[src/rtl/vga_pkg.sv]
// rtl/vga_pkg.sv - 640x480@60 Hz timing constants and pixel type
package vga_pkg;

   localparam int unsigned H_SYNC      = 96;
   localparam int unsigned H_ACT_START = 144;
   localparam int unsigned H_ACT_END   = 784;
   localparam int unsigned H_TOTAL     = 800;
   localparam int unsigned V_SYNC      = 2;
   localparam int unsigned V_ACT_START = 35;
   localparam int unsigned V_ACT_END   = 515;
   localparam int unsigned V_TOTAL     = 525;

   // {R[11:8], G[7:4], B[3:0]}
   typedef logic [11:0] pixel_t;

endpackage

[src/rtl/pix_clk_div.sv]
// rtl/pix_clk_div.sv - divides clk by DIV into a 50% duty pixel clock and a one-cycle pixel enable
module pix_clk_div #(
   parameter int unsigned DIV = 2
) (
   input  logic i_clk,
   input  logic i_rst_n,
   input  logic i_clk_en,
   output logic o_vga_clk,
   output logic o_pix_en
);

   localparam int unsigned HALF = DIV / 2;
   localparam int unsigned CW   = (HALF > 1) ? $clog2(HALF) : 1;
   localparam logic [CW-1:0] TC = CW'(HALF - 1);

   logic [CW-1:0] r_cnt;
   logic          r_vga_clk;
   logic          w_tc;

   assign w_tc = i_clk_en && (r_cnt == TC);

   always_ff @(posedge i_clk or negedge i_rst_n) begin
      if (!i_rst_n) begin
         r_cnt     <= '0;
         r_vga_clk <= 1'b0;
      end else if (i_clk_en) begin
         if (r_cnt == TC) begin
            r_cnt     <= '0;
            r_vga_clk <= ~r_vga_clk;
         end else begin
            r_cnt <= r_cnt + CW'(1);
         end
      end
   end

   // Enable coincides with the 0->1 toggle so pixels advance on the DAC clock rising edge
   assign o_pix_en  = w_tc && !r_vga_clk;
   assign o_vga_clk = r_vga_clk;

endmodule

[src/rtl/vga_timing_core.sv]
// rtl/vga_timing_core.sv - VGA 640x480 counters, sync/blank decode, pixel address and colour expansion
module vga_timing_core
   import vga_pkg::*;
#(
   parameter int unsigned CLK_FREQ = 50_000_000,
   parameter int unsigned PIX_FREQ = 25_000_000
) (
   input  logic       clk,
   input  logic       rst,
   input  logic       clk_en,
   input  pixel_t     vga_data,
   output logic       vga_clk,
   output logic [9:0] h_addr,
   output logic [9:0] v_addr,
   output logic       hsync,
   output logic       vsync,
   output logic       valid,
   output logic [7:0] vga_r,
   output logic [7:0] vga_g,
   output logic [7:0] vga_b
);

   localparam int unsigned DIV = CLK_FREQ / PIX_FREQ;

   logic [9:0] r_hcnt;
   logic [9:0] r_vcnt;
   logic       w_pix_en;
   logic       w_h_last;
   logic       w_v_last;
   logic       w_h_valid;
   logic       w_v_valid;
   logic       w_valid;

   pix_clk_div #(
      .DIV (DIV)
   ) u_div (
      .i_clk     (clk),
      .i_rst_n   (rst),
      .i_clk_en  (clk_en),
      .o_vga_clk (vga_clk),
      .o_pix_en  (w_pix_en)
   );

   assign w_h_last = (r_hcnt == 10'(H_TOTAL - 1));
   assign w_v_last = (r_vcnt == 10'(V_TOTAL - 1));

   always_ff @(posedge clk or negedge rst) begin
      if (!rst) begin
         r_hcnt <= '0;
         r_vcnt <= '0;
      end else if (w_pix_en) begin
         if (w_h_last) begin
            r_hcnt <= '0;
            r_vcnt <= w_v_last ? 10'd0 : r_vcnt + 10'd1;
         end else begin
            r_hcnt <= r_hcnt + 10'd1;
         end
      end
   end

   assign w_h_valid = (r_hcnt >= 10'(H_ACT_START)) && (r_hcnt < 10'(H_ACT_END));
   assign w_v_valid = (r_vcnt >= 10'(V_ACT_START)) && (r_vcnt < 10'(V_ACT_END));
   assign w_valid   = w_h_valid && w_v_valid;

   assign hsync  = (r_hcnt >= 10'(H_SYNC));
   assign vsync  = (r_vcnt >= 10'(V_SYNC));
   assign valid  = w_valid;
   assign h_addr = w_valid ? (r_hcnt - 10'(H_ACT_START)) : 10'd0;
   assign v_addr = w_valid ? (r_vcnt - 10'(V_ACT_START)) : 10'd0;

   // Nibble replication maps 0x0..0xF onto the full 0x00..0xFF DAC range
   assign vga_r = w_valid ? {vga_data[11:8], vga_data[11:8]} : 8'd0;
   assign vga_g = w_valid ? {vga_data[7:4],  vga_data[7:4]}  : 8'd0;
   assign vga_b = w_valid ? {vga_data[3:0],  vga_data[3:0]}  : 8'd0;

endmodule

[config.mk]
export PLATFORM = sky130hd
export DESIGN_NAME = vga_timing_core
export DESIGN_NICKNAME = d
export VERILOG_FILES = /design/src/rtl/vga_pkg.sv /design/src/rtl/pix_clk_div.sv /design/src/rtl/vga_timing_core.sv
export SDC_FILE = /design/constraint.sdc
export NUM_CORES = 1
export LEC_CHECK = 0
export ABC_AREA = 1
export BUFFER_PORTS_ARGS = -buffer_cell sky130_fd_sc_hd__buf_2
export CORE_UTILIZATION = 45
export CTS_BUF_LIST = sky130_fd_sc_hd__clkbuf_8
export DETAILED_ROUTE_END_ITERATION = 8
export PLACE_DENSITY = 0.82
export SYNTH_ARGS = -nofsm -noshare
export SYNTH_HDL_FRONTEND = slang
export SYNTH_SLANG_ARGS = --single-unit
export TNS_END_PERCENT = 1
[constraint.sdc]
create_clock -name clk -period 3.22 [get_ports clk]
set_input_delay 0.966 -clock clk [delete_from_list [all_inputs] [get_ports clk]]
set_output_delay 0.966 -clock clk [all_outputs]
set_load 0.005 [all_outputs]
Word level (Yosys, flattened, before mapping)

Cells that the tools add are included.

Bits of input ports: 15
Output and inout bits: 48
Bits in read-only memories: 0
Bits in writable memories: 0
Bits in latches: 0
Memories: 0
Logic and storage cells: 35
Flip-flop bits (word level): 22

Equality and inequality tests: 2
Reduce and logical (&&, ||, !) cells: 8
Multipliers: 0
Add/sub/neg operators: 5
Shift-type cells: 0
Bitwise operators: 2
Divide/modulo/power cells: 0
Magnitude comparators: 6
Muxes and demuxes: 8

Operator list:

| operator                                              | number |
|---|---|
| two-way mux 10 bit                                    | 4 |
| two-way mux 8 bit                                     | 3 |
| adder 10 x 1 -> 10 bit (second input constant)        | 2 |
| == test 10 bit (second input constant)                | 2 |
| < comparator 10 bit (second input constant)           | 2 |
| >= comparator 10 x 2 -> 1 bit (second input constant) | 1 |
| >= comparator 10 x 6 -> 1 bit (second input constant) | 1 |
| >= comparator 10 x 7 -> 1 bit (second input constant) | 1 |
| >= comparator 10 x 8 -> 1 bit (second input constant) | 1 |
| subtractor 10 x 6 -> 10 bit (second input constant)   | 1 |
| subtractor 10 x 8 -> 10 bit (second input constant)   | 1 |
| logical AND 1 bit                                     | 5 |
| AND reduction 2 bit                                   | 2 |
| inverter 1 bit                                        | 2 |
| adder 1 bit (second input constant)                   | 1 |
| zero test 1 bit                                       | 1 |
| two-way mux 1 bit                                     | 1 |

Longest topological paths before layout

Word-level depth: 4
Mapped depth: 11
Gate-level depth less buffers: 9

Hierarchy

Synthesis repeated with hierarchy kept, for this count alone.

Cell total of the unflattened synthesis: 300
Area, all modules: 1989.4 sq um

Modules (own cells, without submodules):

| module          | area an instance (sq um) | instances | cells an instance |
|---|---|---|---|
| vga_timing_core | 1939.4                   | 1         | 293 |
| pix_clk_div     | 50.0                     | 1         | 7 |

Worst setup path before layout

OpenSTA, ideal clock, no wires.

Path kind: reg2out
Start point: reg r_hcnt[4]
End point: out vga_b[4]
Arrival: 1.713 ns
Required time: 2.254 ns
Path buffers: 2
Cell stages (with the launch flop): 12
Setup slack: 0.541 ns
Cell sequence: dfrtp_1 > inv_1 > ha_1 > inv_1 > o21ai_1 > nand2_1 > nor2_1 > nor2_2 > nand2_4 > buf_12 > nor2_4 > buf_4

Longest elaborated chain between the ends: 4
Elaborated cells on any way between the ends: 5

Ends and longest elaborated chain:

| what                                                                 | RTL line              | source |
|---|---|---|
| from (decl)                                                          | vga_timing_core.sv:25 | `logic [9:0] r_hcnt;` |
| from (signal assigned)                                               | vga_timing_core.sv:56 | `r_hcnt <= r_hcnt + 10'd1;` |
| >= comparator 10 x 8 -> 1 bit or < comparator 10 bit (tied branches) | vga_timing_core.sv:61 | `assign w_h_valid = (r_hcnt >= 10'(H_ACT_START)) && (r_hcnt < 10'(H_ACT_END));` |
| logical AND 1 bit (*)                                                | vga_timing_core.sv:61 |  |
| logical AND 1 bit (*)                                                | vga_timing_core.sv:63 | `assign w_valid = w_h_valid && w_v_valid;` |
| two-way mux 8 bit (*)                                                | vga_timing_core.sv:74 | `assign vga_b = w_valid ? {vga_data[3:0], vga_data[3:0]} : 8'd0;` |
| to (decl)                                                            | vga_timing_core.sv:20 | `output logic [7:0] vga_b` |

Every way passes the cells marked *; elsewhere a longest branch is shown, timed or not.

Worst setup path in the final report

Start point: reg r_hcnt[0]
End point: out vga_r[3]

Longest elaborated chain between the ends: 4
Elaborated cells on any way between the ends: 5

Ends and longest elaborated chain:

| what                                                                 | RTL line              | source |
|---|---|---|
| >= comparator 10 x 8 -> 1 bit or < comparator 10 bit (tied branches) | vga_timing_core.sv:61 |  |
| logical AND 1 bit (*)                                                | vga_timing_core.sv:61 |  |
| logical AND 1 bit (*)                                                | vga_timing_core.sv:63 |  |
| two-way mux 8 bit (*)                                                | vga_timing_core.sv:72 | `assign vga_r = w_valid ? {vga_data[11:8], vga_data[11:8]} : 8'd0;` |
| to (decl)                                                            | vga_timing_core.sv:18 | `output logic [7:0] vga_r,` |

Marks and branches as above.

==> flow_metrics.py <==
metrics = {
    "setup_path": {
        "crit_path_start_kind": "flop",
        "crit_path_max_fanout": 8,
        "crit_buf_inv": 3,
        "required_ps": 2250,
        "path_common_cell": "nor2_1",
        "setup.worst_path.end_class": "output port",
        "critPathKind": "flop to output port",
        "crit_family": "simple AND/OR/NAND/NOR gates",
        "crit_slowest_cell": "dfrtp_1",
        "worstPathArrival_ps": 2110,
        "critical_path.max_stage_delay_ps": 390,
        "cp_cell_sequence": "inv_1 -> ha_1 -> nand4_1 -> nor2_1 -> nor2_1 -> nor2_2 -> nand2_4 -> buf_12 -> nor2_1 -> buf_2",
    },
    "sta": {
        "finalSetupViolations": 0,
        "timing.hold.ws_ps": 564.3,
        "max_freq_ghz": 0.3254,
        "period_minus_slack_ps": 3073,
        "setup_slack_ps": 147.3,
        "setup-tns-final_ps": 0,
        "max_slew.worst_pin.slew_ps": 489.7,
        "relSlewSlack": 0.6735,
        "hold_viol_final": 0,
        "fin_skew_ps": 11.00,
        "slew_viol_final": 0,
        "rsz0062_at_grt": "no",
        "min_period_over_period": 0.9543,
    },
    "synthesis": {
        "ys_seq_area_frac": 0.2433,
        "ys_seq_elements": 21,
        "ys.flop_type": "dfrtp_1",
        "syn-cell-area_mm2": 0.002160,
        "ys_warn_count": 0,
        "synth_cell_types": 27,
        "synth_area_per_cell_um2": 7.396,
        "synth.net_count": 316,
        "synth_edf_count": 0,
        "postSynthCellCount": 292,
        "synthArstFlopShare": 1.000,
    },
    "finish": {
        "syn2layout_area_growth_pct": 16.51,
        "fin_cells": 402,
        "final_nets": 375,
        "layout-drive-gt1-share": 0.3514,
        "antennaDiodeCount": 0,
        "fill_cells": 414,
    },
    "die": {
        "die_y_um": 71.28,
        "initial_core_util": 0.4827,
        "ios": 63,
        "core_area_mm2": 0.004474,
        "die_x_um": 71.28,
        "die_area_mm2": 0.005080,
        "row_count": 24,
    },
    "global_routing": {
        "grt_pass1_vias": 1828,
        "grt_max_degree": 22,
        "globalRouteTotalUtil": 0.1968,
        "grt_first_pass_wirelength_mm": 8.107,
        "gr-total-overflow": 0,
        "antenna_found_initial": 0,
    },
    "route": {
        "drt_first_pass_iters": 6,
        "via_per_inst": 4.995,
        "drcViolationCount": 11,
        "wl_per_cell_um": 11.84,
        "wl_mm": 4.759,
        "drtAntennaViolNets": 0,
        "detail_route.iter0.violations": 107,
        "vias": 2008,
    },
    "status": {
        "status": "finished with violations",
        "failed_checks": "DRC",
    },
    "clock_network": {
        "clock_path_buffers": 2,
        "cts-htree-levels": 1,
        "clock_latency_ps": 270,
        "cts_buffers": 3,
        "path_clk_slew_ps": 90,
        "cts_tree": "done",
        "cts.sink_count": 21,
        "cts-root-buf": "clkbuf_8",
    },
    "power": {
        "seqPwrFrac": 0.206,
        "combPwrFrac": 0.701,
        "power-per-cell-area_mw_per_mm2": 774.2,
        "vdd_drop_max_mv": 0.4616,
        "p_sw_uw": 930.0,
        "clock_power_share": 0.093,
        "power.leakage_uw": 0.001339,
        "intPower_uw": 1018,
        "p_sw_frac": 0.4774,
    },
    "placed_design": {
        "dpl.hpwl_mm": 3.715,
        "finalWeightedCongestion": 0.8990,
        "pre_cts_slack_ps": 228.7,
        "dp.cells": 391,
        "port_buffers": 62,
    },
    "min_path": {
        "hold_class": "flop to flop",
    },
    "job": {
        "cap_violations": 0,
    },
}
## power by group through the flow
stage	Clock, uW	Combinational, uW	Sequential (uW)
after detailed placement	0	1220	402
after global routing	192	1510	410
after CTS	180	1230	398
final	180	1370	401
after global placement	0	1210	397
after floorplan	0	990	381
## worst register-to-register path, stage by stage, from the launching register on
cell and delay, ps:
dfrtp_1 440, inv_2 110, ha_1 210, nand2_1 70, nor2_1 190, nand3_1 280, inv_1 200, nand3_1 90
nand2_1 60
## flip-flops by register name, summed over array words and instances, names as in the netlist
name / flops
r_vcnt: 10
r_hcnt: 10
u_div.o_vga_clk: 1
## layout by cell type, fill, tap and decap left out, drive strengths merged
| cell | count |
|---|---|
| xor2 | 11 |
| nand4 | 7 |
| inv | 46 |
| nor2 | 62 |
| buf | 72 |
| nand3 | 23 |
| o22ai | 2 |
| dfrtp | 21 |
| nand2 | 61 |
| o2111ai | 1 |
| clkinv | 2 |
| clkbuf | 4 |
| ha | 9 |
| nor3 | 5 |
| a21oi | 6 |
| o21ai | 16 |
| xnor2 | 2 |
## per-stage QoR
stage / util / total power [uW] / area [um^2]
final: 0.5624 / 1948 / 2516
after global routing: 0.5624 / 2112 / 2516
after CTS: 0.5450 / 1804 / 2439
after detailed placement: 0.5347 / 1621 / 2392
after global placement: 0.5347 / 1604 / 2392
after floorplan: - / 1371 / 2160
## logic make-up after synthesis
family	after synthesis	synth area share
AND/OR/NAND/NOR	158	0.4235
XOR/XNOR	13	0.05272
AO/OA/AOI/OAI	25	0.06084
adder cells (fa/ha/maj)	9	0.05214
buffers and inverters	66	0.1674
flip-flops	21	0.2433
## cells in the mapped netlist, types with 2 or more instances
| cell | instances | area (um^2) |
|---|---|---|
| nor3_1 | 5 | 25.02 |
| o22ai_1 | 2 | 12.51 |
| o21ai_0 | 12 | 60.06 |
| xnor2_1 | 2 | 17.52 |
| nand3_1 | 22 | 110.1 |
| nor2_4 | 30 | 337.8 |
| nand4_1 | 7 | 43.79 |
| nand2_1 | 59 | 221.5 |
| inv_2 | 5 | 18.77 |
| dfrtp_1 | 21 | 525.5 |
| buf_6 | 2 | 22.52 |
| buf_12 | 3 | 60.06 |
| ha_1 | 9 | 112.6 |
| a21oi_1 | 6 | 30.03 |
| inv_1 | 41 | 153.9 |
| xor2_1 | 11 | 96.34 |
| o21ai_1 | 4 | 20.02 |
| nor2_1 | 26 | 97.59 |
| nor2_2 | 5 | 31.28 |
| buf_4 | 13 | 97.59 |
## worst paths after layout
path	from	end	slack, ps	cells past startpoint
max	r_hcnt[0]	vga_r[3]	150	10
min	u_div.o_vga_clk	u_div.o_vga_clk	560	2
max reg2reg	r_hcnt[5]	r_vcnt[9]	1500	8
min reg2reg	u_div.o_vga_clk	u_div.o_vga_clk	560	2
max in group asynchronous	rst	r_vcnt[6]	2230	1
min in group asynchronous	rst	r_vcnt[8]	650	1
## repair_timing
| action | in CTS | in global routing |
|---|---|---|
| gates resized for setup | 1 | 3 |
| setup buffers | 0 | 6 |
| gates cloned | 0 | 1 |
| hold buffers | 0 | 0 |
| setup endpoints to repair | 39 | 39 |
| pin swaps | 0 | 1 |
## metal layers
layer  global-route usage  wire (um)  vias up
li1                     -          -     1008
met1               0.2680       2124      895
met2               0.3386       2232       96
met3              0.01547        335        9
met4              0.05111         68        0
met5                    0          0        -
## final cells by class
class                      instances  area [um^2]  area share
sequential                        21        525.5      0.2089
timing repair buffer              73        430.4      0.1711
clock buffer                       3        41.29     0.01641
tap                               52        65.06     0.02586
clock inverter                     1        5.005    0.001989
inverter                          47        176.4     0.07011
multi-input combinational        205         1272      0.5057
No activity file was read; power rests on OpenSTA's default activity.
